<file path="config.mk">
export PLATFORM = sky130hd
export DESIGN_NAME = vram_line_fetcher
export DESIGN_NICKNAME = d
export VERILOG_FILES = /design/src/rtl/vram_line_fetcher_pkg.sv /design/src/rtl/vram_line_fetcher_sync_fifo.sv /design/src/rtl/vram_line_fetcher.sv
export SDC_FILE = /design/constraint.sdc
export NUM_CORES = 1
export LEC_CHECK = 0
export CORE_MARGIN = 2
export CORE_UTILIZATION = 49
export CTS_CLUSTER_SIZE = 14
export DETAILED_ROUTE_END_ITERATION = 10
export PLACE_DENSITY = 0.75
export SLEW_MARGIN = 20
export SYNTH_ARGS = -nofsm -noshare
export SYNTH_HDL_FRONTEND = slang
export SYNTH_SLANG_ARGS = --single-unit
</file>
<file path="constraint.sdc">
create_clock -name clk -period 2.3 [get_ports clk]
set_input_delay 0.23 -clock clk [delete_from_list [all_inputs] [get_ports clk]]
set_output_delay 0.23 -clock clk [all_outputs]
set_load 0.01 [all_outputs]
</file>
<file path="src/rtl/vram_line_fetcher_pkg.sv">
// Shared types and helpers for the VRAM line fetcher: FSM state encoding and a
// constant-foldable ceil(log2) used for counter and pointer widths.
package vram_line_fetcher_pkg;

   typedef enum logic [1:0] {
      StIdle  = 2'd0,
      StFetch = 2'd1,
      StDrain = 2'd2
   } state_e;

   // Number of bits needed to index 'value' distinct items (clog2(1) = 0).
   function automatic int unsigned clog2(input int unsigned value);
      int unsigned v;
      int unsigned r;
      v = (value > 0) ? value - 1 : 0;
      r = 0;
      while (v > 0) begin
         v = v >> 1;
         r = r + 1;
      end
      return r;
   endfunction

endpackage

</file>
<file path="src/rtl/vram_line_fetcher_sync_fifo.sv">
// First-word-fall-through synchronous FIFO; depth must be a power of two >= 2.
module vram_line_fetcher_sync_fifo
   import vram_line_fetcher_pkg::*;
#(
   parameter int unsigned DATA_WIDTH = 8,
   parameter int unsigned FIFO_DEPTH = 4,
   localparam int unsigned PtrW = clog2(FIFO_DEPTH),
   localparam int unsigned CntW = PtrW + 1
) (
   input  logic                  clk,
   input  logic                  reset,
   input  logic                  push,
   input  logic                  pop,
   input  logic [DATA_WIDTH-1:0] wdata,
   output logic [DATA_WIDTH-1:0] rdata,
   output logic [CntW-1:0]       count,
   output logic                  empty,
   output logic                  full
);

   logic [DATA_WIDTH-1:0] mem_q [FIFO_DEPTH];
   logic [PtrW-1:0]       wr_ptr_q, wr_ptr_d;
   logic [PtrW-1:0]       rd_ptr_q, rd_ptr_d;
   logic [CntW-1:0]       count_q, count_d;
   logic                  do_push;
   logic                  do_pop;

   always_comb begin
      do_pop   = pop && (count_q != '0);
      do_push  = push && ((count_q != CntW'(FIFO_DEPTH)) || do_pop);
      wr_ptr_d = wr_ptr_q;
      rd_ptr_d = rd_ptr_q;
      count_d  = count_q;
      if (do_push) wr_ptr_d = wr_ptr_q + 1'b1;
      if (do_pop)  rd_ptr_d = rd_ptr_q + 1'b1;
      case ({do_push, do_pop})
         2'b10:   count_d = count_q + 1'b1;
         2'b01:   count_d = count_q - 1'b1;
         default: count_d = count_q;
      endcase
   end

   always_ff @(posedge clk) begin
      if (reset) begin
         wr_ptr_q <= '0;
         rd_ptr_q <= '0;
         count_q  <= '0;
      end else begin
         wr_ptr_q <= wr_ptr_d;
         rd_ptr_q <= rd_ptr_d;
         count_q  <= count_d;
      end
   end

   always_ff @(posedge clk) begin
      if (do_push) mem_q[wr_ptr_q] <= wdata;
   end

   assign rdata = mem_q[rd_ptr_q];
   assign count = count_q;
   assign empty = (count_q == '0);
   assign full  = (count_q == CntW'(FIFO_DEPTH));

endmodule

</file>
<file path="src/rtl/vram_line_fetcher.sv">
// Streams LINE_LENGTH consecutive VRAM words per start pulse to a valid/ready consumer,
// issuing reads only when buffer space is guaranteed for their return.
module vram_line_fetcher
   import vram_line_fetcher_pkg::*;
#(
   parameter int unsigned ADDRESS_WIDTH = 10,
   parameter int unsigned DATA_WIDTH    = 8,
   parameter int unsigned LINE_LENGTH   = 80,
   parameter int unsigned FIFO_DEPTH    = 4
) (
   input  logic                     clk,
   input  logic                     reset,
   input  logic                     start,
   input  logic [ADDRESS_WIDTH-1:0] base_addr,
   output logic                     busy,
   output logic                     done,
   output logic [ADDRESS_WIDTH-1:0] mem_read_addr,
   output logic                     mem_read_enable,
   input  logic [DATA_WIDTH-1:0]    mem_read_data,
   output logic [DATA_WIDTH-1:0]    out_data,
   output logic                     out_valid,
   input  logic                     out_ready
);

   localparam int unsigned IssueW = clog2(LINE_LENGTH + 1);
   localparam int unsigned CntW   = clog2(FIFO_DEPTH) + 1;
   localparam int unsigned CredW  = CntW + 1;

   state_e                   state_q, state_d;
   logic [ADDRESS_WIDTH-1:0] base_q, base_d;
   logic [ADDRESS_WIDTH-1:0] rd_addr_q, rd_addr_d;
   logic [IssueW-1:0]        issued_q, issued_d;
   logic                     rd_en_q, rd_en_d;
   logic                     inflight_q, inflight_d;
   logic [CntW-1:0]          fifo_count;
   logic                     fifo_empty;
   logic                     fifo_full;
   logic                     pop;
   logic                     issue;
   logic [CredW-1:0]         credits_used;

   // A read holds a credit from the cycle it is presented to memory until its data is buffered.
   assign credits_used = CredW'(fifo_count) + CredW'(rd_en_q) + CredW'(inflight_q);
   assign pop          = !fifo_empty && out_ready;

   always_comb begin
      state_d    = state_q;
      base_d     = base_q;
      issued_d   = issued_q;
      rd_addr_d  = rd_addr_q;
      rd_en_d    = 1'b0;
      inflight_d = rd_en_q;
      issue      = 1'b0;
      done       = 1'b0;
      unique case (state_q)
         StIdle: begin
            if (start) begin
               state_d  = StFetch;
               base_d   = base_addr;
               issued_d = '0;
            end
         end
         StFetch: begin
            issue = (issued_q < IssueW'(LINE_LENGTH)) && (credits_used < CredW'(FIFO_DEPTH));
            if (issue) begin
               rd_en_d   = 1'b1;
               rd_addr_d = base_q + ADDRESS_WIDTH'(issued_q);
               issued_d  = issued_q + 1'b1;
               if (issued_d == IssueW'(LINE_LENGTH)) state_d = StDrain;
            end
         end
         StDrain: begin
            if (fifo_empty && !rd_en_q && !inflight_q) begin
               done    = 1'b1;
               state_d = StIdle;
            end
         end
         default: state_d = StIdle;
      endcase
   end

   always_ff @(posedge clk) begin
      if (reset) begin
         state_q    <= StIdle;
         base_q     <= '0;
         rd_addr_q  <= '0;
         issued_q   <= '0;
         rd_en_q    <= 1'b0;
         inflight_q <= 1'b0;
      end else begin
         state_q    <= state_d;
         base_q     <= base_d;
         rd_addr_q  <= rd_addr_d;
         issued_q   <= issued_d;
         rd_en_q    <= rd_en_d;
         inflight_q <= inflight_d;
      end
   end

   vram_line_fetcher_sync_fifo #(
      .DATA_WIDTH (DATA_WIDTH),
      .FIFO_DEPTH (FIFO_DEPTH)
   ) u_fifo (
      .clk   (clk),
      .reset (reset),
      .push  (inflight_q),
      .pop   (pop),
      .wdata (mem_read_data),
      .rdata (out_data),
      .count (fifo_count),
      .empty (fifo_empty),
      .full  (fifo_full)
   );

   assign busy            = (state_q != StIdle);
   assign mem_read_addr   = rd_addr_q;
   assign mem_read_enable = rd_en_q;
   assign out_valid       = !fifo_empty;

   credit_bound_a: assert property (@(posedge clk) disable iff (reset)
      credits_used <= CredW'(FIFO_DEPTH));
   no_overflow_a: assert property (@(posedge clk) disable iff (reset)
      inflight_q |-> (!fifo_full || pop));

endmodule

</file>
==> flow_summary.json, run 1 <==
{
  "cts_setup_buffers": 0,
  "yosys-top-cells-area": "edfxtp_1, dfxtp_1, mux4_2",
  "cts_tree": "done",
  "diodes": 0,
  "cp_max_fo": 6,
  "synthesis.area_um2": 3270,
  "synth_flop_cell": "dfxtp_1",
  "synth_top_family_by_area": "simple AND/OR/NAND/NOR gates",
  "crit_type": "reg -> out",
  "clock_latency_ns": 0.35,
  "final_cells": 425,
  "utilization": 0.634,
  "syn_to_final_growth_pct": 23.9,
  "die_y_um": 85.7,
  "yosys_warnings": 0,
  "clkSinkCount": 72,
  "synth-seq-cells": 72,
  "whs_ns": 0.430,
  "synth_edf_count": 32,
  "outcome": "finished, final reports clean",
  "syn_avg_cell_area_um2": 11.2,
  "cpMostUsedCell": "buf_4",
  "clkTransAtPathRegs_ns": 0.08,
  "grt_max_degree": 19,
  "p_total_mw": 2.94,
  "required_ns": 2.07,
  "clockPowerShare": 0.382,
  "reg2reg_depth": 9,
  "yosys.area_share.simple": 0.146,
  "synth-compound-area-share": 0.133,
  "root_buffer": "clkbuf_8",
  "ir_drop_mv": 0.518,
  "place_hpwl_mm": 4.45,
  "wire_per_inst_um": 14.8,
  "routabilityCongestion": 0.840,
  "whs_path_depth": 3,
  "tns_ns": 0,
  "synthArstFlopShare": 0,
  "crit_path_top_delay_cell": "or3_1",
  "hold_path_class": "in -> reg",
  "leakage_nw": 1.47,
  "port_buffers": 43,
  "start_util": 0.512,
  "internal_power_mw": 2.22,
  "drc": 0,
  "power.density_nw_per_um2": 726,
  "synthAdderAreaFrac": 0.0659,
  "ant_nets": 0,
  "ys_seq_area_frac": 0.539,
  "place_inst": 409,
  "r2r_start": "u_fifo.count[2]",
  "worst_setup_path_end_kind": "primary output",
  "synth_top_area_frac": 0.294,
  "syn_inst": 291,
  "seqPwrFrac": 0.480,
  "yosys-mux-area-fraction": 0.0582,
  "skew_ns": 0.00708,
  "final-hold-violation-count": 0,
  "setup_violations": 0,
  "max_slew_margin": 0.561,
  "track_usage": 0.185,
  "grt_overflow_total": 0,
  "maxCapViolations": 0,
  "min_from": "base_addr[1]",
  "vias": 2375,
  "reg2reg_setup_slack_ns": 0.15,
  "p_switching_uw": 721,
  "drt-initial-drc-count": 100,
  "yosys.area.top_type": "edfxtp_1",
  "cpPeakStageDelay_ns": 0.38,
  "power_frac_comb": 0.138,
  "slew_violations": 0,
  "io_pins": 44,
  "fin_crit_ns": 2.15,
  "max_freq_mhz": 465,
  "drive_above_1_share": 0.115,
  "htree_levels": 3,
  "clock_path_buffers": 2,
  "swShare": 0.245,
  "synth.net_count": 329,
  "die_area_um2": 7340,
  "routed_wl_mm": 6.30,
  "antenna_found_initial": 0,
  "critPathArrivalTime_ns": 1.92,
  "numCtsBuffers": 9,
  "synth-xor-area-share": 0.0268,
  "die_w_um": 85.7,
  "first_pass_iters": 4,
  "nets": 381,
  "start_kind": "flip-flop",
  "n_fill_cell": 530,
  "path_cells": "buf_4 -> or3_1 -> buf_4 -> nor4_1 -> dlygate4sd2_1",
  "core_um2": 6390,
  "grt_pass1_wl_mm": 10.6,
  "max_slew.worst_pin.slew_ns": 0.656,
  "period_share": 0.935,
  "fp-row-count": 29,
  "min_to": "base_q[1]",
  "r2r_end": "u_fifo.count[2]",
  "avgViaCountPerCell": 5.59,
  "grt_pass1_vias": 2285,
  "rsz0062_at_grt": "false",
  "synth.distinct_cells": 47
}
[timing repair]
item	in CTS	in global routing
hold buffers	0	0
gates resized for setup	1	0
setup endpoints to repair	1	0
[critical path, delay by kind of cell, from the launching register on]
family | cells | cell delay [ns]
buffers and inverters | 3 | 0.63
flip-flops | 1 | 0.32
AND/OR/NAND/NOR | 2 | 0.63
[layout by cell type (no fill, tap or decap), types with 2 or more instances in the layout]
cell type and instances:
a2111o_1 3, a211oi_1 4, a21o_1 3, a21oi_1 28
and2_1 7, and3_1 2, buf_4 12, bufinv_16 2
clkbuf_8 9, clkdlybuf4s50_1 42, dfxtp_1 40, edfxtp_1 32
fa_1 2, ha_1 14, inv_1 11, inv_6 2
mux4_2 8, nand2_1 32, nand2b_1 6, nand3_1 6
nand3b_1 6, nand4_1 3, nor2_1 20, nor3_1 3
o211ai_1 3, o21a_1 2, o21ai_0 10, or3_1 4
xnor2_1 5, xor2_1 5
[worst max-delay path by stage]
stage	startpoint	endpoint	slack, ns	cells after the start
6_report	u_fifo.count[2]	done	0.15	5
5_1_grt	u_fifo.count[2]	u_fifo.count[2]	0.05	9
4_1_cts	u_fifo.count[2]	u_fifo.count[2]	0.13	9
3_5_place_dp	out_ready	u_fifo.count[2]	-0.06	9
3_3_place_gp	out_ready	u_fifo.count[2]	0.01	9
2_1_floorplan	u_fifo.count[2]	u_fifo.count[2]	0.02	9
[synthesized netlist by cell type (all sizes together), types with 2 or more instances]
cell type / count
nand2b: 6
and3: 2
dfxtp: 40
nand3b: 6
nor2: 20
o21a: 2
inv: 11
nand3: 6
a21o: 3
edfxtp: 32
nand2: 32
o211ai: 3
mux4: 8
a2111o: 3
and2: 7
or3: 4
nor3: 4
ha: 14
o21ai: 10
a211oi: 5
xor2: 5
a21oi: 28
clkbuf: 11
xnor2: 5
buf: 3
fa: 2
nor4: 2
nand4: 3
[through the flow]
step	instance area, um2	setup WS [ns]
global route	4050	0.0515
finish	4050	0.150
global placement	3820	0.0144
floorplan	3270	0.0242
detailed placement	3820	-0.0633
CTS	4050	0.131
[logic make-up after synthesis]
family / count (synthesis)
buf+inv: 25
simple gates: 95
fa+ha+maj: 16
compound gates: 64
xor+xnor: 10
mux: 9
flops: 72
[power groups by stage]
stage | combinational [mW] | clock, mW | sequential (mW)
floorplan | 0.234 | 0 | 1.44
global placement | 0.402 | 0 | 1.44
detailed placement | 0.409 | 0 | 1.44
CTS | 0.412 | 1.15 | 1.41
global route | 0.445 | 1.20 | 1.42
finish | 0.407 | 1.12 | 1.41
[routing by layer]
metal | vias up | global-route usage | part of all wire
met4 | 0 | 0.0606 | 0.014
met3 | 9 | 0.0481 | 0.046
li1 | 1160 | - | -
met1 | 1149 | 0.251 | 0.47
met2 | 57 | 0.292 | 0.48
met5 | - | 0 | 0
[layout make-up]
| cell class | count | area, um2 | share of cell area |
|---|---|---|---|
| Clock inverter | 7 | 103 | 0.0253 |
| Inverter | 11 | 41.3 | 0.0102 |
| Sequential cell | 72 | 1760 | 0.435 |
| Multi-Input combinational cell | 194 | 1400 | 0.347 |
| Tap cell | 77 | 96.3 | 0.0238 |
| Timing Repair Buffer | 55 | 519 | 0.128 |
| Clock buffer | 9 | 124 | 0.0306 |
[flip-flops by register name (all words and copies together) (netlist names), named ones only]
signal,cells
u_fifo.wr_ptr_q,2
mem_read_addr,10
u_fifo.count,3
inflight_q,1
issued_q,7
state_q,2
base_q,10
mem_read_enable,1
u_fifo.rd_ptr_q,2
u_fifo.mem_q,32
Power figures use the tool's default switching activity.
==> inputs of run 2 (changes only) <==
--- a/config.mk
+++ b/config.mk
@@ -6,10 +6,9 @@
 export NUM_CORES = 1
 export LEC_CHECK = 0
 export CORE_MARGIN = 2
-export CORE_UTILIZATION = 49
+export CORE_UTILIZATION = 30
 export CTS_CLUSTER_SIZE = 14
 export DETAILED_ROUTE_END_ITERATION = 10
-export PLACE_DENSITY = 0.75
 export SLEW_MARGIN = 20
 export SYNTH_ARGS = -nofsm -noshare
 export SYNTH_HDL_FRONTEND = slang
==> run 2 against run 1 <==
Net effect:
- sequential share of layout area is 0.81 points lower
- sequential power about the same
- core utilization fell by 25 points
- via count is 0.51% lower
- largest power group unchanged
==> flow_summary.json, run 2 (synthesis gave the netlist of run 1 again) <==
{
  "outcome": "finished, final reports clean",
  "core_um2": 10700,
  "diodes": 0,
  "worst_setup_path_end_kind": "flip-flop",
  "leakage_nw": 1.46,
  "vias": 2363,
  "largest_reg_flops": 32,
  "critPathArrivalTime_ns": 2.45,
  "start_kind": "flip-flop",
  "grt_pass1_vias": 2345,
  "root_buffer": "clkbuf_8",
  "antenna_found_initial": 0,
  "maxCapViolations": 0,
  "clock_path_buffers": 2,
  "grt_overflow_total": 0,
  "ir_drop_mv": 0.412,
  "ant_nets": 0,
  "wire_per_inst_um": 13.9,
  "die_area_um2": 11700,
  "hold_path_class": "in -> reg",
  "grt_pass1_wl_mm": 11.2,
  "setup_violations": 0,
  "grt_max_degree": 20,
  "placed_area_um2": 3890,
  "multi_input_area_um2": 1410,
  "port_buffers": 43,
  "power.density_nw_per_um2": 709,
  "cp_max_fo": 2,
  "max_freq_mhz": 459,
  "crit_type": "reg -> reg",
  "die_w_um": 108,
  "drive_above_1_share": 0.115,
  "clkSinkCount": 72,
  "fp-row-count": 38,
  "clock_latency_ns": 0.34,
  "cts.hold.buffers_added": 0,
  "slew_violations": 0,
  "final_cell_mix": "clkdlybuf4s50_1, dfxtp_1, nand2_1, edfxtp_1, a21oi_1",
  "htree_levels": 3,
  "avgViaCountPerCell": 4.85,
  "die_y_um": 108,
  "final_common_cell": "clkdlybuf4s50_1",
  "start_util": 0.304,
  "skew_ns": 0.00817,
  "track_usage": 0.122,
  "io_pins": 44,
  "final-hold-violation-count": 0,
  "drc": 0,
  "drt-initial-drc-count": 69,
  "routed_wl_mm": 6.77,
  "routabilityCongestion": 0.761,
  "regMostFlops": "u_fifo.mem_q",
  "period_share": 0.947,
  "cts_tree": "done",
  "dp_slack_ns": -0.0949,
  "numCtsBuffers": 9,
  "final_area_um2": 4120,
  "fin_crit_ns": 2.18,
  "required_ns": 2.57,
  "rsz0062_at_grt": "false",
  "max_slew_margin": 0.566,
  "clkTransAtPathRegs_ns": 0.08,
  "syn_to_final_growth_pct": 26.2,
  "max_slew.worst_pin.slew_ns": 0.649,
  "place_hpwl_mm": 4.76,
  "n_fill_cell": 1102,
  "register_area_um2": 1760,
  "first_pass_iters": 4,
  "nets": 380,
  "setup_ws_ns": 0.122
}
==> run 2: area by class of cell <==
class / count / share of cell area
tap: 140 / 0.0425
multi-input combinational: 194 / 0.343
clock inverter: 6 / 0.0225
clock buffer: 10 / 0.0309
sequential: 72 / 0.427
timing repair buffer: 54 / 0.124
inverter: 11 / 0.0100
==> run 2: metal layers <==
layer	GRT usage	up-vias	share of wire
met2	0.221	43	0.52
met1	0.138	1146	0.43
met3	0.0344	9	0.036
li1	-	1165	-
met4	0.0366	0	0.010
met5	0	-	0
==> run 2: path summary, 6_finish.rpt <==
check | from | end | slack, ns | cells after the start
max | u_fifo.count[2] | u_fifo.count[2] | 0.12 | 9
min reg2reg | base_q[0] | base_q[0] | 0.46 | 2
max reg2reg | u_fifo.count[2] | u_fifo.count[2] | 0.12 | 9
min | base_addr[6] | base_q[6] | 0.44 | 3
==> run 2: stage by stage <==
step,power [mW],TNS (ns),hold WS [ns],std cells,util
floorplan,1.67,0,0.329,291,-
global placement,1.84,0,0.444,471,0.362
detailed placement,1.85,-0.0949,0.452,471,0.362
CTS,2.96,0,0.421,487,0.383
global route,3.05,0,0.433,487,0.384
finish,2.92,0,0.438,487,0.384
==> run 2: timing repair <==
item,CTS,global route
setup buffers,0,0
endpoints found under the setup margin,1,1
resized for setup,2,1
==> run 2: power by group <==
| group | internal [mW] | switching (mW) | total (mW) |
|---|---|---|---|
| combinational | 0.216 | 0.193 | 0.409 |
| sequential | 1.38 | 0.0336 | 1.41 |
| clock | 0.617 | 0.487 | 1.10 |
| total | 2.21 | 0.713 | 2.92 |
==> run 2: critical path, stage by stage, from the launching register on <==
cell and delay [ns]:
dfxtp_1 0.34, inv_1 0.05, o41a_1 0.43, inv_1 0.07, ha_1 0.15, inv_1 0.06, fa_1 0.38, xor2_1 0.18
or3_1 0.30, a21oi_1 0.15
